### src/rtl/ncpu32k_ifu_fq.sv
// ncpu32k_ifu_fq: sequential instruction fetch with a credit-limited decoupling queue
// feeding the IDU; speculative flush redirects the PC and drops stale responses.
module ncpu32k_ifu_fq #(
    parameter int AW = 32,
    parameter int IW = 32,
    parameter int FQ_DEPTH = 4,
    parameter logic [AW-1:0] RESET_VECTOR = '0
) (
    input  logic                        clk,
    input  logic                        rst_n,
    output logic                        ibus_cmd_valid,
    input  logic                        ibus_cmd_ready,
    output logic [AW-1:0]               ibus_cmd_addr,
    input  logic                        ibus_dout_valid,
    output logic                        ibus_dout_ready,
    input  logic [IW-1:0]               ibus_dout,
    input  logic [AW-1:0]               ibus_out_id,
    input  logic                        specul_flush,
    input  logic [AW-3:0]               ifu_flush_jmp_tgt,
    output logic                        idu_in_valid,
    input  logic                        idu_in_ready,
    output logic [IW-1:0]               idu_insn,
    output logic [AW-3:0]               idu_insn_pc,
    output logic [$clog2(FQ_DEPTH):0]   fq_count
);
    localparam int PW = $clog2(FQ_DEPTH);
    localparam int CW = PW + 1;
    localparam logic [CW:0] DEPTH = (CW+1)'(FQ_DEPTH);

    logic [1:0]    start_cnt_q, start_cnt_d;
    logic [AW-3:0] pc_q, pc_d;
    logic [CW-1:0] outstanding_q, outstanding_d, discard_q, discard_d, count_q, count_d;
    logic [PW-1:0] rptr_q, rptr_d, wptr_q, wptr_d;
    logic [IW-1:0] insn_q [FQ_DEPTH];
    logic [IW-1:0] insn_d [FQ_DEPTH];
    logic [AW-3:0] ipc_q [FQ_DEPTH];
    logic [AW-3:0] ipc_d [FQ_DEPTH];
    logic          started, cmd_fire, resp_fire, push, pop, unused_ok;

    always_comb begin
        started         = start_cnt_q == 2'd2;
        unused_ok       = ^ibus_out_id[1:0];
        ibus_cmd_valid  = started & ~specul_flush & (({1'b0, outstanding_q} + {1'b0, count_q}) < DEPTH);
        ibus_cmd_addr   = {pc_q, 2'b00};
        ibus_dout_ready = started;
        idu_in_valid    = (count_q != '0) & ~specul_flush;
        idu_insn        = insn_q[rptr_q];
        idu_insn_pc     = ipc_q[rptr_q];
        fq_count        = count_q;
        cmd_fire        = ibus_cmd_valid & ibus_cmd_ready;
        resp_fire       = ibus_dout_valid & ibus_dout_ready;
        push            = resp_fire & (discard_q == '0) & ~specul_flush;
        pop             = idu_in_valid & idu_in_ready;
        start_cnt_d     = started ? start_cnt_q : start_cnt_q + 2'd1;
        outstanding_d   = outstanding_q + CW'(cmd_fire) - CW'(resp_fire);
        insn_d          = insn_q;
        ipc_d           = ipc_q;
        if (push) begin
            insn_d[wptr_q] = ibus_dout;
            ipc_d[wptr_q]  = ibus_out_id[AW-1:2];
        end
        // Flush wins: whatever is still in flight at this point is stale and gets dropped.
        if (specul_flush) begin
            pc_d      = ifu_flush_jmp_tgt;
            rptr_d    = '0;
            wptr_d    = '0;
            count_d   = '0;
            discard_d = outstanding_q - CW'(resp_fire);
        end else begin
            pc_d      = pc_q + (AW-2)'(cmd_fire);
            rptr_d    = rptr_q + PW'(pop);
            wptr_d    = wptr_q + PW'(push);
            count_d   = count_q + CW'(push) - CW'(pop);
            discard_d = discard_q - CW'(resp_fire & (discard_q != '0));
        end
    end

    always_ff @(posedge clk or negedge rst_n) begin
        if (!rst_n) begin
            start_cnt_q   <= '0;
            pc_q          <= RESET_VECTOR[AW-1:2];
            outstanding_q <= '0;
            discard_q     <= '0;
            count_q       <= '0;
            rptr_q        <= '0;
            wptr_q        <= '0;
            for (int i = 0; i < FQ_DEPTH; i++) begin
                insn_q[i] <= '0;
                ipc_q[i]  <= '0;
            end
        end else begin
            start_cnt_q   <= start_cnt_d;
            pc_q          <= pc_d;
            outstanding_q <= outstanding_d;
            discard_q     <= discard_d;
            count_q       <= count_d;
            rptr_q        <= rptr_d;
            wptr_q        <= wptr_d;
            insn_q        <= insn_d;
            ipc_q         <= ipc_d;
        end
    end

`ifdef NCPU_ENABLE_ASSERT
    always_ff @(posedge clk) begin
        if (rst_n) begin
            assert (!(push && count_q == CW'(FQ_DEPTH)));
            assert (!(resp_fire && outstanding_q == '0));
            assert (!(!cmd_fire && resp_fire && outstanding_q == '0));
        end
    end
`endif
endmodule

### config.mk
export PLATFORM = sky130hd
export DESIGN_NAME = ncpu32k_ifu_fq
export DESIGN_NICKNAME = d
export VERILOG_FILES = /design/src/rtl/ncpu32k_ifu_fq.sv
export SDC_FILE = /design/constraint.sdc
export NUM_CORES = 1
export LEC_CHECK = 0
export ABC_AREA = 1
export CAP_MARGIN = 15
export CELL_PAD_IN_SITES_DETAIL_PLACEMENT = 0
export CELL_PAD_IN_SITES_GLOBAL_PLACEMENT = 2
export CORE_ASPECT_RATIO = 1.4
export CORE_MARGIN = 2
export CORE_UTILIZATION = 29
export DETAILED_ROUTE_END_ITERATION = 16
export PLACE_DENSITY_LB_ADDON = 0.1
export SLEW_MARGIN = 15
export SYNTH_ARGS = -nofsm -noshare
export SYNTH_HDL_FRONTEND = slang
export SYNTH_SLANG_ARGS = --single-unit
### constraint.sdc
create_clock -name clk -period 2.3 [get_ports clk]
set_input_delay 0.575 -clock clk [delete_from_list [all_inputs] [get_ports clk]]
set_output_delay 0.575 -clock clk [all_outputs]
set_load 0.1 [all_outputs]
Word-level counts from Yosys, hierarchy flattened
Index checks and enable logic that the tools add are counted.

Output and inout port bits: 100. Input bits: 100. Logic and storage cells: 64. Register bits after elaboration: 293.

Add/sub/neg operators: 11. Order comparisons: 4. Reduce and logical (&&, ||, !) cells: 4. Mux-type cells: 17. Bitwise logic cells: 12. Eq/ne operators: 1.

Operator list (count): $bwmux 128 (1); $bwmux 120 (1); $mux 30 (4); $mux 32 (3); $bmux 32 s2 (1); $demux 32 s2 (1); $bmux 30 s2 (1); $demux 30 s2 (1); $add 30x1->30 (1); $sub 3x1->3 (4); $and 1x1->1 (9); $add 3x1->3 (2); $ge 3x3->1 const B (2); $mux 3 (2); $not 2->3 (2); $reduce_bool 3->1 (2); $add 2x1->2 (2); $add 3x3->4 (1); $lt 4x3->1 const B (1); $mux 2 (2); $logic_not 3->1 (1); $lt 3x1->1 const B (1); $add 2x1->2 const B (1); $eq 2x2->1 const B (1); 2 further kinds (2).

Depth between registers and ports, before layout
Depth after elaboration: 7. Mapped depth: 15. Gate-level depth less buffers: 15.

Least setup slack after synthesis
No wires, ideal clock.

Path type: reg-to-reg. Start: register count_q[1] (netlist: fq_count[1]). End: register pc_q[20]. Buffers on the path: 0. Clock period less this slack: 6.071 ns. Cell stages (with the launch flop): 15. Arrival time: 5.952 ns. Data required time: 2.182 ns. Setup time: 0.118 ns. Slack: -3.771 ns. Path through: dfrtp_1 > ha_1 > nand3_1 > nand3b_1 > nor4_1 > nand2_1 > inv_1 > ha_1 > nand2_1 > nor2_1 > nand2_1 > nor2_1 > nand3_1 > nand3_1 > nand2_1.

Longest elaborated chain between the ends: 6.

Ends and longest elaborated chain: from (decl) (line 32) `logic [CW-1:0] outstanding_q, outstanding_d, discard_q, discard_d, count_q, count_d;`; from (signal assigned) (line 96) `count_q <= count_d;`; $add 3x3->4 (line 43) `ibus_cmd_valid = started & ~specul_flush & (({1'b0, outstanding_q} + {1'b0, count_q}) < DEPTH);`; $lt 4x3->1 (line 43); $and 1x1->1 (line 43); net ibus_cmd_valid (line 11) `output logic ibus_cmd_valid,`; $and 1x1->1 (line 50) `cmd_fire = ibus_cmd_valid & ibus_cmd_ready;`; $add 30x1->30 (line 70) `pc_d = pc_q + (AW-2)'(cmd_fire);`; $mux 30 (line 63) `if (specul_flush) begin`; net pc_d[20] (line 31) `logic [AW-3:0] pc_q, pc_d;`; to (signal assigned) (line 81) `pc_q <= RESET_VECTOR[AW-1:2];`; to (signal assigned) (line 93) `pc_q <= pc_d;`; to (decl) (line 31).

The timed path passes the listed nets, and every way through them passes these cells. A chain may end at the register's enable or synchronous reset.

Worst setup path in the final report
Start: register rptr_q[0]. End: output port idu_insn[17].

Longest elaborated chain between the ends: 4.

Ends and longest elaborated chain: from (decl) (line 33) `logic [PW-1:0] rptr_q, rptr_d, wptr_q, wptr_d;`; from (signal assigned) (line 97) `rptr_q <= rptr_d;`; $not 2->3 (not written as such) (line 47) `idu_insn = insn_q[rptr_q];`; $bmux 32 s2 (line 47); $mux 32 (not written as such) (2 in series) (line 47); to (decl) (line 22) `output logic [IW-1:0] idu_insn,`.

Every way passes these cells. The select of a mux whose other input is x is not followed.

==> impl_results.md <==
- CTS tree: done
- WP data required: roughly 1.7 ns
- Max Freq: ~390 MHz
- # nets final: 1923
- Routed WL: 42.4 mm
- Slew HR: 0.624
- Clk sinks: 293
- WL/cell: 17.4 um
- Largest stage delay on the critical path: 0.57 ns
- Largest net degree at the start of global routing: 71
- Vias in the first global route: between 10000 and 15000
- Post-synth top area share: 0.550
- Fin crit period: about 2.6 ns
- Slew @ Worst Pin: 0.562 ns
- Clk Latency, worst-skew pair: 0.53 ns
- Area of the core: 45200 um2
- Post-DRT Antenna Nets: 0
- Vias per cell: 4.70
- Routability cong.: 0.745
- Synth Warn #: 0
- Mean Syn Cell Area: slightly above 8 um2
- Seq/Total Area, Yosys: 0.550
- Clock buffer depth: 3
- H-tree depth: 2
- Die Wd: 185 um
- Port buffer count: slightly below 200
- Layout cells sized above 1: 0.232
- Root buf cell: clkbuf_16
- Final Hold Fails: 0
- Max Cap Viol: 0
- Cell Rows: 92
- Synth Flop Type: dfrtp_1
- # diodes: 0
- Vias: between 10000 and 15000
- Die Y: 258 um
- Post-synth EDFFs: 0
- Global-route wire length before repair: 68.6 mm
- Post-Route Utilization: 0.438
- Area leader, netlist: dfrtp_1
- Count leader, synth: nand2_1
- Kind of critical path: reg -> out
- Final instance area: 19800 um2
- Max VDD drop: 0.895 mV
- Drt pass-1 iters: 6
- Final worst path period share: 1.11
- Crit end category: output port
- Synth top cells by count: 397 x nand2_1, 335 x o21ai_0, 293 x dfrtp_1
- Worst Setup Start Kind: register
- Placement Cell Area: 17900 um2
- Critical Path Fanout Max: 14
- WP data arrival: slightly below 2 ns
- Critical-path top delay cell: dfrtp_4
- #FFs+latches synth: around 300
- RSZ-0062 raised after global routing: yes
- # setup viols final: roughly 80
- Multi-input logic area: approximately 6700 um2
- Violated checks: setup timing
- Critical Path Most Common Cell: buf_12
- Initial core utilization: 0.295
- Fin. max-slew vios: 0
- Antenna violations before repair: 2
- Worst setup margin: -0.256 ns
- Placed insts: 2363
- Tot GR Track Use: 0.184
- Area grow syn2layout: 48.9%
- Storage cell area: 7350 um2
- DIE AREA: 47700 um2
- Post-route DRC: 0
- Clock slew at reported path FFs: around 0.060 ns
- Mapped Cells: 1610
- Top cells by area, synth: dfrtp_1 55%, o21ai_0 13%, nand2_1 11%, nor2_1 5.2%, inv_1 3.0%
- DP HPWL: ~26 mm
- Post-synthesis cell area: 13300 um2
- Gr ovfl total: 0
- Num CTS Buffers: 35
- # IOs: 200
- Clock Skews: 0.0154 ns
- Yosys cell types: 30
- Worst hold path type: reg -> reg
- Non-Filler Instances: 2439
- Bufs and invs on worst path: 4
- Synth async-reset ratio: 1.00
- Status: finished with violations
- PwrDens: ~1400 nW/um2
- CP Cell Sequence: clkinv_8, buf_12, buf_16, nor2_2, o22ai_4, buf_12
- Cell leakage power: 0.00889 uW
- Layout fillers: 4500
- Initial DRC Count: 539
- Largest delay share family, worst path: buffers and inverters
metal layers:
metal  up-vias  global-route usage  wire length [um]
met3        51              0.0391              2090
met2       214               0.325             21700
met4         4              0.0485               839
met1      5503               0.227             17800
met5         -                   0                30
li1       5683                   -                 -
power breakdown:
group	switching [uW]	internal (uW)	total [uW]
registers	619	6050	6670
clock network	2200	3380	5580
logic	9770	5510	15300
total	12600	14900	27500
per-stage QoR:
| stage | hold slack (ns) | power, uW | setup TNS [ns] | worst slack (ns) |
|---|---|---|---|---|
| 2_1_floorplan | 0.279 | 16500 | -34.71 | -1.15 |
| 3_3_place_gp | 0.454 | 21500 | -1.36 | -0.227 |
| 3_5_place_dp | 0.467 | 21500 | -2.58 | -0.248 |
| 4_1_cts | 0.479 | 27800 | -18.64 | -0.333 |
| 5_1_grt | 0.490 | 28800 | -23.08 | -0.311 |
| 6_report | 0.472 | 27500 | -14.93 | -0.256 |
placed cells by master, fill, tap and decap left out, types with 59 or more instances in the layout:
cell type / Yosys / routed
nand2_1: 397 / 382
dfrtp_1: 293 / 288
o21ai_0: 335 / 212
o21ai_1: 49 / 152
nor2_1: 183 / 115
inv_1: 107 / 97
clkdlybuf4s50_1: 0 / 95
buf_12: 0 / 89
o22ai_4: 0 / 62
buf_4: 4 / 59
worst reg2reg max path, delay by kind of cell (launching register included):
kind          cells  cell delay (ns)
buf+inv           2             0.24
fa+ha+maj         2             0.36
flops             1             0.50
simple gates     10             1.22
area by class of cell:
cell class | count | area share
sequential | 293 | 0.370
multi-input combinational | 1109 | 0.336
timing repair buffer | 260 | 0.177
clock buffer | 54 | 0.0534
tap | 611 | 0.0385
inverter | 107 | 0.0214
clock inverter | 5 | 0.00397
kinds of logic (layout without fill, tap and decap cells):
| group | after synthesis | count (layout) | synth area share |
|---|---|---|---|
| XOR/XNOR | 10 | 10 | 0.00657 |
| adder cells (fa/ha/maj) | 17 | 17 | 0.0171 |
| AND/OR/NAND/NOR | 625 | 625 | 0.183 |
| flip-flops | 293 | 293 | 0.550 |
| buffers and inverters | 209 | 426 | 0.0648 |
| AO/OA/AOI/OAI | 453 | 453 | 0.176 |
| multiplexers | 2 | 2 | 0.00150 |
| other | 1 | 2 | 0.000281 |
state kept, by name, summed over array words and instances, names as in the netlist:
register       count
discard_q          3
fq_count           3
insn_q           128
ipc_q            120
outstanding_q      3
pc_q              30
rptr_q             2
start_cnt_q        2
wptr_q             2
worst paths after layout:
kind / from / endpoint / cells past startpoint / slack [ns]
min: start_cnt_q[0] / start_cnt_q[0] / 1 / 0.47
min reg2reg: start_cnt_q[0] / start_cnt_q[0] / 1 / 0.47
max reg2reg: fq_count[2] / pc_q[24] / 14 / -0.12
max in group asynchronous: rst_n / fq_count[0] / 3 / 0.97
max: rptr_q[0] / idu_insn[17] / 6 / -0.26
min in group asynchronous: rst_n / insn_q[112] / 2 / 0.57
repair_timing:
action	in CTS	in global routing
endpoints found under the setup margin	89	90
gates resized for setup	119	152
pin swaps	15	35
gates cloned	6	2
endpoints found under the hold margin	31	0
hold buffers	1	0
buffers inserted	6	4
(Power assumes the default switching activity.)
